`src/rtl/div_hilo_unit_pkg.sv`:
```
// -----------------------------------------------------------------------------
// div_hilo_unit_pkg
// Shared definitions for the HI/LO division sequencer.
//   - DefaultWidth : default operand/result width
//   - IntMin       : most negative value at the default width
//   - div_state_e  : sequencer FSM state encoding
// -----------------------------------------------------------------------------
package div_hilo_unit_pkg;

   localparam int unsigned DefaultWidth = 32;

   // Magnitude of this value is itself when read as unsigned.
   localparam logic [DefaultWidth-1:0] IntMin = {1'b1, {(DefaultWidth-1){1'b0}}};

   typedef enum logic [2:0] {
      StIdle   = 3'd0,
      StZero   = 3'd1,
      StLaunch = 3'd2,
      StGuard  = 3'd3,
      StWait   = 3'd4,
      StFix    = 3'd5
   } div_state_e;

endpackage

```
`src/rtl/div_hilo_unit_sign_fix.sv`:
```
// -----------------------------------------------------------------------------
// div_sign_fix
// Combinational conditional two's-complement negation (modulo 2^WIDTH).
// Used both for operand magnitude extraction and for result sign correction.
// Ports:
//   value  in  WIDTH  input operand
//   negate in  1      1 = output -value, 0 = pass through
//   result out WIDTH  conditioned value
// -----------------------------------------------------------------------------
module div_sign_fix
   import div_hilo_unit_pkg::*;
#(
   parameter int unsigned WIDTH = DefaultWidth
) (
   input  logic [WIDTH-1:0] value,
   input  logic             negate,
   output logic [WIDTH-1:0] result
);

   always_comb begin
      result = value;
      if (negate) begin
         result = ~value + WIDTH'(1);
      end
   end

endmodule

```
`src/rtl/div_hilo_unit.sv`:
```
// -----------------------------------------------------------------------------
// div_hilo_unit
// Sequencer between the control unit and an iterative unsigned divider core.
// Converts signed operands to magnitudes, traps a zero divisor locally, launches
// the core with a single start pulse, waits for its done flag, corrects result
// signs and commits LO = quotient, HI = remainder. Also services MTHI/MTLO.
//
// Optional feature: define DIV_TIMEOUT_EN to add a WAIT-cycle watchdog that
// aborts the operation after TIMEOUT_CYCLES and pulses exc_timeout.
//
// Ports:
//   clk, rst_n          clock, asynchronous active-low reset
//   op_valid/op_signed  division request, 1 = DIV, 0 = DIVU
//   op_a, op_b          dividend, divisor
//   busy                unit occupied (requests ignored)
//   op_done             one-cycle pulse on commit or abort
//   exc_div_zero        one-cycle pulse, divisor was zero
//   div_start/a/b       core launch pulse and operand magnitudes
//   div_quotient/remainder/done  core results
//   hi_we, lo_we, hilo_wdata     MTHI/MTLO write port
//   hi, lo              architectural HI/LO registers
//   exc_timeout         (DIV_TIMEOUT_EN only) watchdog abort pulse
// -----------------------------------------------------------------------------
module div_hilo_unit
   import div_hilo_unit_pkg::*;
#(
   parameter int unsigned WIDTH          = DefaultWidth,
   parameter int unsigned TIMEOUT_CYCLES = 40
) (
   input  logic             clk,
   input  logic             rst_n,
   input  logic             op_valid,
   input  logic             op_signed,
   input  logic [WIDTH-1:0] op_a,
   input  logic [WIDTH-1:0] op_b,
   output logic             busy,
   output logic             op_done,
   output logic             exc_div_zero,
   output logic             div_start,
   output logic [WIDTH-1:0] div_a,
   output logic [WIDTH-1:0] div_b,
   input  logic [WIDTH-1:0] div_quotient,
   input  logic [WIDTH-1:0] div_remainder,
   input  logic             div_done,
   input  logic             hi_we,
   input  logic             lo_we,
   input  logic [WIDTH-1:0] hilo_wdata,
   output logic [WIDTH-1:0] hi,
   output logic [WIDTH-1:0] lo
`ifdef DIV_TIMEOUT_EN
   ,
   output logic             exc_timeout
`endif
);

   div_state_e state_q, state_d;

   logic [WIDTH-1:0] a_mag_q, b_mag_q;
   logic [WIDTH-1:0] quo_q, rem_q;
   logic [WIDTH-1:0] hi_q, hi_d, lo_q, lo_d;
   logic             neg_quo_q, neg_rem_q;

   logic             capture, latch, commit;
   logic [WIDTH-1:0] a_mag, b_mag, quo_fix, rem_fix;
   logic             a_neg, b_neg;

   assign a_neg = op_signed & op_a[WIDTH-1];
   assign b_neg = op_signed & op_b[WIDTH-1];

   div_sign_fix #(.WIDTH(WIDTH)) u_fix_a (
      .value  (op_a),
      .negate (a_neg),
      .result (a_mag)
   );

   div_sign_fix #(.WIDTH(WIDTH)) u_fix_b (
      .value  (op_b),
      .negate (b_neg),
      .result (b_mag)
   );

   div_sign_fix #(.WIDTH(WIDTH)) u_fix_quo (
      .value  (quo_q),
      .negate (neg_quo_q),
      .result (quo_fix)
   );

   div_sign_fix #(.WIDTH(WIDTH)) u_fix_rem (
      .value  (rem_q),
      .negate (neg_rem_q),
      .result (rem_fix)
   );

`ifdef DIV_TIMEOUT_EN
   localparam int unsigned CntW = $clog2(TIMEOUT_CYCLES) + 1;

   logic [CntW-1:0] wait_cnt_q, wait_cnt_d;
   logic            timeout;

   assign timeout = (state_q == StWait) && !div_done &&
                    (wait_cnt_q == CntW'(TIMEOUT_CYCLES - 1));

   always_comb begin
      wait_cnt_d = '0;
      if (state_q == StWait) begin
         wait_cnt_d = wait_cnt_q + CntW'(1);
      end
   end

   always_ff @(posedge clk or negedge rst_n) begin
      if (!rst_n) begin
         wait_cnt_q <= '0;
      end else begin
         wait_cnt_q <= wait_cnt_d;
      end
   end

   assign exc_timeout = timeout;
`endif

   // Next-state and decoded strobes.
   always_comb begin
      state_d      = state_q;
      capture      = 1'b0;
      latch        = 1'b0;
      commit       = 1'b0;
      div_start    = 1'b0;
      op_done      = 1'b0;
      exc_div_zero = 1'b0;
      unique case (state_q)
         StIdle: begin
            if (op_valid) begin
               capture = 1'b1;
               state_d = (op_b == '0) ? StZero : StLaunch;
            end
         end
         StZero: begin
            op_done      = 1'b1;
            exc_div_zero = 1'b1;
            state_d      = StIdle;
         end
         StLaunch: begin
            div_start = 1'b1;
            state_d   = StGuard;
         end
         // The core may still present done from the previous op here.
         StGuard: begin
            state_d = StWait;
         end
         StWait: begin
            if (div_done) begin
               latch   = 1'b1;
               state_d = StFix;
            end
`ifdef DIV_TIMEOUT_EN
            else if (timeout) begin
               op_done = 1'b1;
               state_d = StIdle;
            end
`endif
         end
         StFix: begin
            commit  = 1'b1;
            op_done = 1'b1;
            state_d = StIdle;
         end
         default: begin
            state_d = StIdle;
         end
      endcase
   end

   // MTHI/MTLO first, division commit overrides in the same cycle.
   always_comb begin
      hi_d = hi_q;
      lo_d = lo_q;
      if (hi_we) begin
         hi_d = hilo_wdata;
      end
      if (lo_we) begin
         lo_d = hilo_wdata;
      end
      if (commit) begin
         hi_d = rem_fix;
         lo_d = quo_fix;
      end
   end

   always_ff @(posedge clk or negedge rst_n) begin
      if (!rst_n) begin
         state_q   <= StIdle;
         a_mag_q   <= '0;
         b_mag_q   <= '0;
         neg_quo_q <= 1'b0;
         neg_rem_q <= 1'b0;
         quo_q     <= '0;
         rem_q     <= '0;
         hi_q      <= '0;
         lo_q      <= '0;
      end else begin
         state_q <= state_d;
         hi_q    <= hi_d;
         lo_q    <= lo_d;
         if (capture) begin
            a_mag_q   <= a_mag;
            b_mag_q   <= b_mag;
            neg_quo_q <= a_neg ^ b_neg;
            neg_rem_q <= a_neg;
         end
         if (latch) begin
            quo_q <= div_quotient;
            rem_q <= div_remainder;
         end
      end
   end

   assign busy  = (state_q != StIdle);
   assign div_a = a_mag_q;
   assign div_b = b_mag_q;
   assign hi    = hi_q;
   assign lo    = lo_q;

endmodule

```
`config.mk`:
```
export PLATFORM = sky130hd
export DESIGN_NAME = div_hilo_unit
export DESIGN_NICKNAME = d
export VERILOG_FILES = /design/src/rtl/div_hilo_unit_pkg.sv /design/src/rtl/div_hilo_unit_sign_fix.sv /design/src/rtl/div_hilo_unit.sv
export SDC_FILE = /design/constraint.sdc
export NUM_CORES = 1
export LEC_CHECK = 0
export ABC_CLOCK_PERIOD_IN_PS = 2100
export CAP_MARGIN = 20
export CORE_ASPECT_RATIO = 1.1
export CORE_MARGIN = 5
export CORE_UTILIZATION = 30
export CTS_BUF_LIST = sky130_fd_sc_hd__clkbuf_2
export DETAILED_ROUTE_END_ITERATION = 6
export PLACE_DENSITY = 0.64
export SYNTH_ARGS = -nofsm -noshare
export SYNTH_HDL_FRONTEND = slang
export SYNTH_SLANG_ARGS = --single-unit
```
`constraint.sdc`:
```
create_clock -name clk -period 2.1 [get_ports clk]
set_input_delay 0.21 -clock clk [delete_from_list [all_inputs] [get_ports clk]]
set_output_delay 0.21 -clock clk [all_outputs]
set_load 0.01 [all_outputs]
```
==> results of run 1 <==
## power breakdown
group | total (uW) | internal, uW | switching, uW | leakage (uW)
Sequential | 6700 | 5360 | 1340 | 0.00240
Combinational | 9320 | 4760 | 4560 | 0.00481
Clock | 1930 | 567 | 1360 | 0.000132
## cell type report
cell class	instances	area, um^2	area share (%)
Sequential cell	197	4935	28.92
Antenna cell	2	5.005	0.02933
Multi-Input combinational cell	787	5683	33.31
Inverter	17	63.81	0.3740
Tap cell	444	555.5	3.256
Timing Repair Buffer	601	5588	32.75
Clock inverter	11	126.4	0.7407
Clock buffer	21	105.1	0.6160
## how the worst min path moves through the flow
| stage | start | end | slack, ns | cells after the start |
|---|---|---|---|---|
| 3_5_place_dp | rst_n | quo_q[16] | 0.18 | 1 |
| 2_1_floorplan | rst_n | div_a[0] | -0.09 | 0 |
| 3_3_place_gp | rst_n | quo_q[17] | 0.17 | 1 |
| 6_report | hilo_wdata[5] | lo[5] | 0.11 | 3 |
| 5_1_grt | op_a[13] | div_a[13] | 0.01 | 3 |
| 4_1_cts | op_a[17] | div_a[17] | 0.0001 | 4 |
## timing repair
action | 4_1_cts | 5_1_grt
hold buffers | 114 | 0
setup endpoints to repair | 136 | 43
hold endpoints to repair | 346 | 0
buffers inserted | 29 | 8
pin swaps | 13 | 30
gates resized for setup | 166 | 48
## per-stage QoR
step | setup TNS, ns | total power [uW]
after floorplan | 0 | 10680
after global placement | -3.272 | 15490
after detailed placement | -4.276 | 15620
after CTS | -0.3663 | 17710
after global routing | -0.9056 | 19240
final | -0.06129 | 17940
## tightest hold or removal path: stages
cell and delay [ns]:
clkdlybuf4s50_1 0.51, mux2i_1 0.17, o21ai_1 0.07
## kinds of logic (layout without fill, tap and decap cells)
kind of cell,Yosys count,after routing
AOI/OAI and AO/OA,296,296
xor gates and xnor gates,116,116
adders and majority gates,4,4
buffers and inverters,85,650
DFF,197,197
muxes,76,76
other,0,2
and+or+nand+nor,295,295
## state kept, by name, summed over array words and instances, names as in the netlist
| register | cells |
|---|---|
| div_a | 32 |
| div_b | 32 |
| hi | 32 |
| lo | 32 |
| neg_quo_q | 1 |
| neg_rem_q | 1 |
| quo_q | 32 |
| rem_q | 32 |
| state_q | 3 |
## per-layer routing
layer	GRT usage (%)	share of wire (%)	vias to the layer above
met5	0	0.034	-
met4	4.541	1.3	2
met3	5.842	7.3	30
met2	33.45	50	329
met1	23.25	42	4912
li1	-	-	4970
## Yosys cell counts, types with 14 or more instances
cell      instances
o21ai_1          83
xor2_1           77
xnor2_1          39
clkbuf_1         56
mux2_2           60
nand2_1         105
nor2_1           37
o31ai_1          31
dfrtp_1         197
o21ai_0          15
o41ai_1          26
mux2i_1          16
a21oi_1          61
a211oi_1         50
inv_1            17
a31oi_1          14
nor2b_1          53
==> results.sh, run 1 <==
export IMPL_arrival_ns=1.94
export IMPL_htreeDepth=4
export IMPL_failed_checks="negative setup slack"
export IMPL_syn_cell_area_um2=10600
export IMPL_required_ns=1.89
export IMPL_outcome="finished with violations"
export IMPL_cts_sinks=197
export IMPL_max_stage_delay_ns=0.50
export IMPL_synthTopCellsByArea="dfrtp_1 (47%), mux2_2 (6.4%), xor2_1 (6.4%), o21ai_1 (3.9%), nand2_1 (3.7%)"
export IMPL_timing_reg2reg_setup_slack_ns=-0.02
export IMPL_finalMaxSlewViolations=0
export IMPL_placed_area_um2=15190
export IMPL_stdcell_count=2080
export IMPL_vias=10243
export IMPL_r2r_start="rem_q[2]"
export IMPL_place_port_buffers=298
export IMPL_cts_buffer_depth=2
export IMPL_synth_top_area_share_pct=46.50
export IMPL_cp_num_buf_inv=1
export IMPL_ir_drop_mv=0.5778
export IMPL_first_pass_iters=5
export IMPL_synth_top_family_by_area="compound AO/OA/AOI/OAI gates"
export IMPL_ys_ff_latch=197
export IMPL_criticalPathCategory="reg2out"
export IMPL_die_area_um2=39200
export IMPL_dp_slack_ns=-0.2906
export IMPL_synth_xor_area_share_pct=9.583
export IMPL_finalHoldViolCount=0
export IMPL_r2r_end="hi[23]"
export IMPL_final_cell_mix="dfrtp_1 (193), buf_4 (170), clkdlybuf4s50_1 (166)"
export IMPL_yosys_area_share_adder_pct=0.4721
export IMPL_num_fill_cells=3248
export IMPL_wire_per_inst_um=18.48
export IMPL_synth_edf_count=0
export IMPL_core_area_um2=35040
export IMPL_cp_depth=2
export IMPL_final_layout_size_suffix_gt1_share_pct=21.60
export IMPL_cp_max_fo=4
export IMPL_fin_crit_sh_pct=102.2
export IMPL_drt_initial_drc_count=534
export IMPL_startpoint="state_q[0]"
export IMPL_cts_tree="yes"
export IMPL_worst_slew_pin_slew_ns=0.5838
export IMPL_antenna_found_initial=3
export IMPL_fin_worst_skew_ns=0.06665
export IMPL_design_area_um2=17060
export IMPL_slew_headroom_pct=61.08
export IMPL_power_leakage_uw=0.007341
export IMPL_critical_path_endpoint="busy"
export IMPL_rows=72
export IMPL_grt_pass1_wl_mm=59.57
export IMPL_hold_slack_ns=0.1111
export IMPL_critPathCaptureType="output port"
export IMPL_hpwl_mm=28.83
export IMPL_ys_flop_type="dfrtp_1"
export IMPL_synthSimpleGateAreaFrac_pct=14.93
export IMPL_synth_nets=1240
export IMPL_drc=0
export IMPL_final_common_cell="dfrtp_1"
export IMPL_cpMaxStageDelayCell="dfrtp_1"
export IMPL_rsz0062_at_grt="yes"
export IMPL_final_setup_viol_count=2
export IMPL_fp_dieH_um=207.2
export IMPL_power_density_nw_per_um2=1052
export IMPL_worstSkewPairLatency_ns=0.86
export IMPL_track_usage_pct=19.17
export IMPL_grt_start_max_net_pins=74
export IMPL_syn_inst=1069
export IMPL_synthArstFlopShare_pct=100.0
export IMPL_area_delta_synth_final_pct=60.94
export IMPL_maxCapViolCount=0
export IMPL_numCtsBuffers=17
export IMPL_critical_path_top_delay_family="flip-flops"
export IMPL_grt_pass1_vias=10694
export IMPL_cts_root_buf="clkbuf_2"
export IMPL_start_util_pct=30.25
export IMPL_io_pins=299
export IMPL_setup_ws_ns=-0.04536
export IMPL_drt_vias_per_instance=4.925
export IMPL_fmax_mhz=466.1
export IMPL_utilization_pct=48.69
export IMPL_reg2regPathDepth=5
export IMPL_cts_reportedPaths_clkPinSlew_ns=0.32
export IMPL_synthMuxAreaShare_pct=7.884
export IMPL_postSynthAreaPerCell_um2=9.917
export IMPL_yosysWarnings=0
export IMPL_placedCellCount=1897
export IMPL_die_w_um=189.2
export IMPL_ys_types=53
export IMPL_finalCriticalPeriod_ns=2.145
export IMPL_wl_mm=38.43
export IMPL_grt_overflow=0
export IMPL_synth_top_cell_by_area="dfrtp_1"
export IMPL_crit_path_start_kind="flop"
export IMPL_nNetsFinal=1792
export IMPL_gp_congestion=0.8769
export IMPL_hp_class="in2reg"
export IMPL_synth_compound_area_share_pct=17.59
export IMPL_seq_area_frac_synth_pct=46.50
export IMPL_postRouteAntennaNets=0
export IMPL_cp_cell_sequence="or3_4 -> buf_6"
Power figures use the tool's default switching activity.
==> inputs of run 2 (changes only) <==
--- a/config.mk
+++ b/config.mk
@@ -13,6 +13,7 @@
 export CTS_BUF_LIST = sky130_fd_sc_hd__clkbuf_2
 export DETAILED_ROUTE_END_ITERATION = 6
 export PLACE_DENSITY = 0.64
+export SETUP_SLACK_MARGIN = 0.1
 export SYNTH_ARGS = -nofsm -noshare
 export SYNTH_HDL_FRONTEND = slang
 export SYNTH_SLANG_ARGS = --single-unit
==> results.sh, run 2 (synthesized netlist as in run 1, its figures left out) <==
export IMPL_core_area_um2=35040
export IMPL_area_delta_synth_final_pct=64.99
export IMPL_first_pass_iters=5
export IMPL_numCtsBuffers=17
export IMPL_worst_slew_pin_slew_ns=0.6201
export IMPL_fmax_mhz=461.7
export IMPL_die_w_um=189.2
export IMPL_busiest_layer="met2"
export IMPL_final_setup_viol_count=4
export IMPL_grt_start_max_net_pins=52
export IMPL_use_met3_pct=5.370
export IMPL_postRouteAntennaNets=0
export IMPL_drt_initial_drc_count=549
export IMPL_cp_common_cell="or4_4"
export IMPL_cp_cell_sequence="or4_4 -> or4_4 -> o31ai_4 -> xor2_1 -> a21oi_1"
export IMPL_slew_headroom_pct=58.66
export IMPL_wl_mm=39.81
export IMPL_power_density_nw_per_um2=1079
export IMPL_final_layout_size_suffix_gt1_share_pct=23.56
export IMPL_max_stage_delay_ns=0.57
export IMPL_critPathCaptureType="flop"
export IMPL_drt_vias_per_instance=4.970
export IMPL_hpwl_mm=29.15
export IMPL_finalHoldViolCount=0
export IMPL_final_cell_mix="dfrtp_1 (193), clkdlybuf4s50_1 (163), buf_4 (161)"
export IMPL_nNetsFinal=1792
export IMPL_finalMaxSlewViolations=0
export IMPL_outcome="finished with violations"
export IMPL_stdcell_count=2080
export IMPL_failed_checks="negative setup slack"
export IMPL_htreeDepth=4
export IMPL_rows=72
export IMPL_gp_congestion=0.8982
export IMPL_fin_worst_skew_ns=0.06080
export IMPL_cp_max_fo=4
export IMPL_cts_buffer_depth=2
export IMPL_hold_slack_ns=0.1075
export IMPL_wire_per_inst_um=19.14
export IMPL_timing_reg2reg_setup_slack_ns=-0.07
export IMPL_place_port_buffers=298
export IMPL_met1_usage_pct=24.50
export IMPL_cts_root_buf="clkbuf_2"
export IMPL_cts_reportedPaths_clkPinSlew_ns=0.30
export IMPL_io_pins=299
export IMPL_grt_pass1_vias=10929
export IMPL_rsz0062_at_grt="yes"
export IMPL_crit_path_start_kind="flop"
export IMPL_utilization_pct=49.91
export IMPL_power_leakage_uw=0.007417
export IMPL_ir_drop_mv=0.5234
export IMPL_die_area_um2=39200
export IMPL_criticalPathCategory="reg2reg"
export IMPL_cts_sinks=197
export IMPL_drc=0
export IMPL_cts_tree="yes"
export IMPL_cpMaxStageDelayCell="or4_4"
export IMPL_placedCellCount=1890
export IMPL_grt_overflow=0
export IMPL_fin_crit_sh_pct=103.1
export IMPL_grt_pass1_wl_mm=61.90
export IMPL_arrival_ns=2.91
export IMPL_fp_dieH_um=207.2
export IMPL_track_usage_pct=19.98
export IMPL_maxCapViolCount=0
export IMPL_met2_usage_pct=34.13
export IMPL_required_ns=2.85
export IMPL_final_common_cell="dfrtp_1"
export IMPL_antenna_found_initial=4
export IMPL_hp_class="in2reg"
export IMPL_worstSkewPairLatency_ns=0.88
export IMPL_start_util_pct=30.25
export IMPL_setup_ws_ns=-0.06573
export IMPL_vias=10338
export IMPL_finalCriticalPeriod_ns=2.166
export IMPL_dp_slack_ns=-0.2687
run 2: final cells by class:
cell class | instances | area, um^2
Tap cell | 444 | 555.5
Sequential cell | 197 | 4935
Antenna cell | 2 | 5.005
Inverter | 17 | 66.31
Clock inverter | 13 | 192.7
Multi-Input combinational cell | 787 | 6002
Timing Repair Buffer | 601 | 5640
Clock buffer | 19 | 95.09
Fill cell | 3207 | 17550
run 2: power by group:
group,switching [uW],internal (uW)
Combinational,4870,4990
Clock,1450,814
Sequential,1390,5360
Total,7710,11200
run 2: worst max-delay path, delay by kind of cell (launching register included):
family	cells	cell delay, ns
xor+xnor	1	0.27
flops	1	0.49
simple gates	2	1.01
compound gates	2	0.29
run 2: path summary, 6_finish.rpt:
check,start,end,cells past startpoint
min in group asynchronous,rst_n,state_q[1],4
worst max register to register,rem_q[3],hi[23],5
worst max-delay path,rem_q[3],hi[23],5
worst min-delay path,hilo_wdata[13],hi[13],3
max in group asynchronous,rst_n,rem_q[2],4
worst min register to register,div_a[5],div_a[5],2
run 2: per-layer routing:
metal | part of all wire [%] | up-vias
li1 | - | 4969
met3 | 7.3 | 52
met1 | 41 | 4956
met4 | 2.7 | 4
met2 | 49 | 357
met5 | 0.068 | -
run 2: what timing repair did:
action / CTS / global route
setup buffers: 34 / 11
pin swaps: 45 / 42
setup endpoints to repair: 160 / 50
resized for setup: 226 / 56
endpoints found under the hold margin: 336 / 0
hold buffers: 113 / 0
run 2: per-stage QoR:
stage | power (uW) | area (um^2) | setup TNS, ns
after detailed placement | 15580 | 15170 | -3.817
after global placement | 15440 | 15170 | -2.492
after CTS | 18470 | 17110 | -0.6570
after global routing | 20180 | 17490 | -1.073
final | 18870 | 17490 | -0.1689
after floorplan | 10690 | 10610 | 0
==> inputs of run 3 (changes only) <==
--- a/config.mk
+++ b/config.mk
@@ -5,7 +5,7 @@
 export SDC_FILE = /design/constraint.sdc
 export NUM_CORES = 1
 export LEC_CHECK = 0
-export ABC_CLOCK_PERIOD_IN_PS = 2100
+export ABC_CLOCK_PERIOD_IN_PS = 1770
 export CAP_MARGIN = 20
 export CORE_ASPECT_RATIO = 1.1
 export CORE_MARGIN = 5
==> constraint.sdc (replaced) <==
create_clock -name clk -period 1.77 [get_ports clk]
set_input_delay 0.177 -clock clk [delete_from_list [all_inputs] [get_ports clk]]
set_output_delay 0.177 -clock clk [all_outputs]
set_load 0.01 [all_outputs]
==> results.sh, run 3 (synthesized netlist as in run 1, its figures left out) <==
export IMPL_worst_slew_pin_slew_ns=0.7804
export IMPL_maxCapViolCount=0
export IMPL_hold_depth=3
export IMPL_finalHoldViolCount=0
export IMPL_final_common_cell="buf_4"
export IMPL_cp_max_fo=4
export IMPL_drt_initial_drc_count=466
export IMPL_cts_reportedPaths_clkPinSlew_ns=0.31
export IMPL_fin_crit_sh_pct=117.0
export IMPL_nNetsFinal=1937
export IMPL_finalCriticalPeriod_ns=2.071
export IMPL_rsz0062_at_grt="yes"
export IMPL_arrival_ns=1.89
export IMPL_drc=0
export IMPL_grt_pass1_vias=11434
export IMPL_placedCellCount=1954
export IMPL_grt_start_max_net_pins=71
export IMPL_grt_overflow=0
export IMPL_hp_class="in2reg"
export IMPL_dp_slack_ns=-0.5234
export IMPL_hpwl_mm=29.36
export IMPL_slew_headroom_pct=47.80
export IMPL_cts_sinks=197
export IMPL_outcome="finished with violations"
export IMPL_htreeDepth=4
export IMPL_fp_dieH_um=207.2
export IMPL_cts_buffer_depth=2
export IMPL_final_cell_mix="buf_4 (211), dfrtp_1 (189), clkdlybuf4s50_1 (160)"
export IMPL_core_area_um2=35040
export IMPL_crit_path_start_kind="flop"
export IMPL_min_from="hilo_wdata[0]"
export IMPL_placed_area_um2=15940
export IMPL_grt_pass1_wl_mm=64.54
export IMPL_wl_mm=45.70
export IMPL_finalMaxSlewViolations=0
export IMPL_tns_ns=-17.03
export IMPL_r2r_start="rem_q[1]"
export IMPL_design_area_um2=19870
export IMPL_die_area_um2=39200
export IMPL_area_delta_synth_final_pct=87.41
export IMPL_stdcell_count=2225
export IMPL_track_usage_pct=20.90
export IMPL_cts_root_buf="clkbuf_2"
export IMPL_fmax_mhz=483.0
export IMPL_ir_drop_mv=0.6074
export IMPL_cts_tree="yes"
export IMPL_reg2regPathDepth=5
export IMPL_rows=72
export IMPL_fin_worst_skew_ns=0.04950
export IMPL_final_layout_size_suffix_gt1_share_pct=40.36
export IMPL_numCtsBuffers=17
export IMPL_r2r_end="hi[23]"
export IMPL_setup_ws_ns=-0.3006
export IMPL_postRouteAntennaNets=0
export IMPL_drt_vias_per_instance=5.033
export IMPL_first_pass_iters=5
export IMPL_die_w_um=189.2
export IMPL_holdPathEnd="lo[0]"
export IMPL_final_setup_viol_count=170
export IMPL_critPathCaptureType="output port"
export IMPL_gp_congestion=0.9129
export IMPL_place_port_buffers=298
export IMPL_start_util_pct=30.25
export IMPL_criticalPathCategory="reg2out"
export IMPL_total_power_uw=25960
export IMPL_power_leakage_uw=0.008507
export IMPL_required_ns=1.59
export IMPL_timing_reg2reg_setup_slack_ns=-0.28
export IMPL_power_density_nw_per_um2=1306
export IMPL_worstSkewPairLatency_ns=0.88
export IMPL_io_pins=299
export IMPL_antenna_found_initial=4
export IMPL_wire_per_inst_um=20.54
export IMPL_failed_checks="negative setup slack"
export IMPL_vias=11198
run 3: cell count changes in the layout (fill, tap and decap cells not counted), sizes merged, moves of 4 or more:
cell and delta:
clkbuf +6, buf +242, clkdlybuf4s15 -10, clkinv +4, dlygate4sd3 +25, dlygate4sd2 -118
run 3: stage by stage:
step	hold WS, ns	util (%)
6_report	0.09825	56.69
5_1_grt	0.02700	56.69
4_1_cts	0.00004341	52.73
3_5_place_dp	0.03356	45.49
3_3_place_gp	0.03445	45.49
2_1_floorplan	-0.1186	-
run 3: area by class of cell:
cell class | instances | area [um^2]
antenna | 2 | 5.005
sequential | 197 | 4940
fill | 2879 | 15180
timing repair buffer | 744 | 7188
clock inverter | 14 | 123.9
tap | 444 | 555.5
inverter | 17 | 66.31
multi-input combinational | 789 | 6899
clock buffer | 18 | 90.09
run 3: what timing repair did:
action,in CTS,in global routing
resized for setup,754,194
setup endpoints to repair,195,320
hold buffers,137,1
cloned,6,13
setup buffers,33,57
pin swaps,102,92
endpoints found under the hold margin,370,1
run 3: how the worst max path moves through the flow:
stage	end	cells past startpoint	start	slack, ns
after floorplan	hi[23]	6	rem_q[0]	-0.24
after global placement	div_a[30]	7	op_a[12]	-0.49
after detailed placement	div_a[30]	7	op_a[12]	-0.52
after CTS	div_start	4	state_q[2]	-0.40
after global routing	busy	2	state_q[0]	-0.42
final	busy	2	state_q[0]	-0.30
run 3: routing by layer:
| layer | vias up | share of wire [%] | GRT usage [%] |
|---|---|---|---|
| met2 | 385 | 50 | 35.93 |
| met1 | 5492 | 40 | 25.09 |
| met3 | 74 | 7.1 | 6.027 |
| met5 | - | 0.031 | 0 |
| li1 | 5243 | - | - |
| met4 | 4 | 3.0 | 7.111 |
run 3: worst max-delay path, cell delays in order (launching register included):
cell and delay [ns]:
dfrtp_2 0.51, or3_4 0.38, buf_6 0.13
run 3: report_power, final:
group          switching, uW  internal [uW]  leakage (uW)  total (uW)
registers               1630           6370       0.00239        8000
clock network           1720            524      0.000129        2240
logic                   7330           8380       0.00598       15700
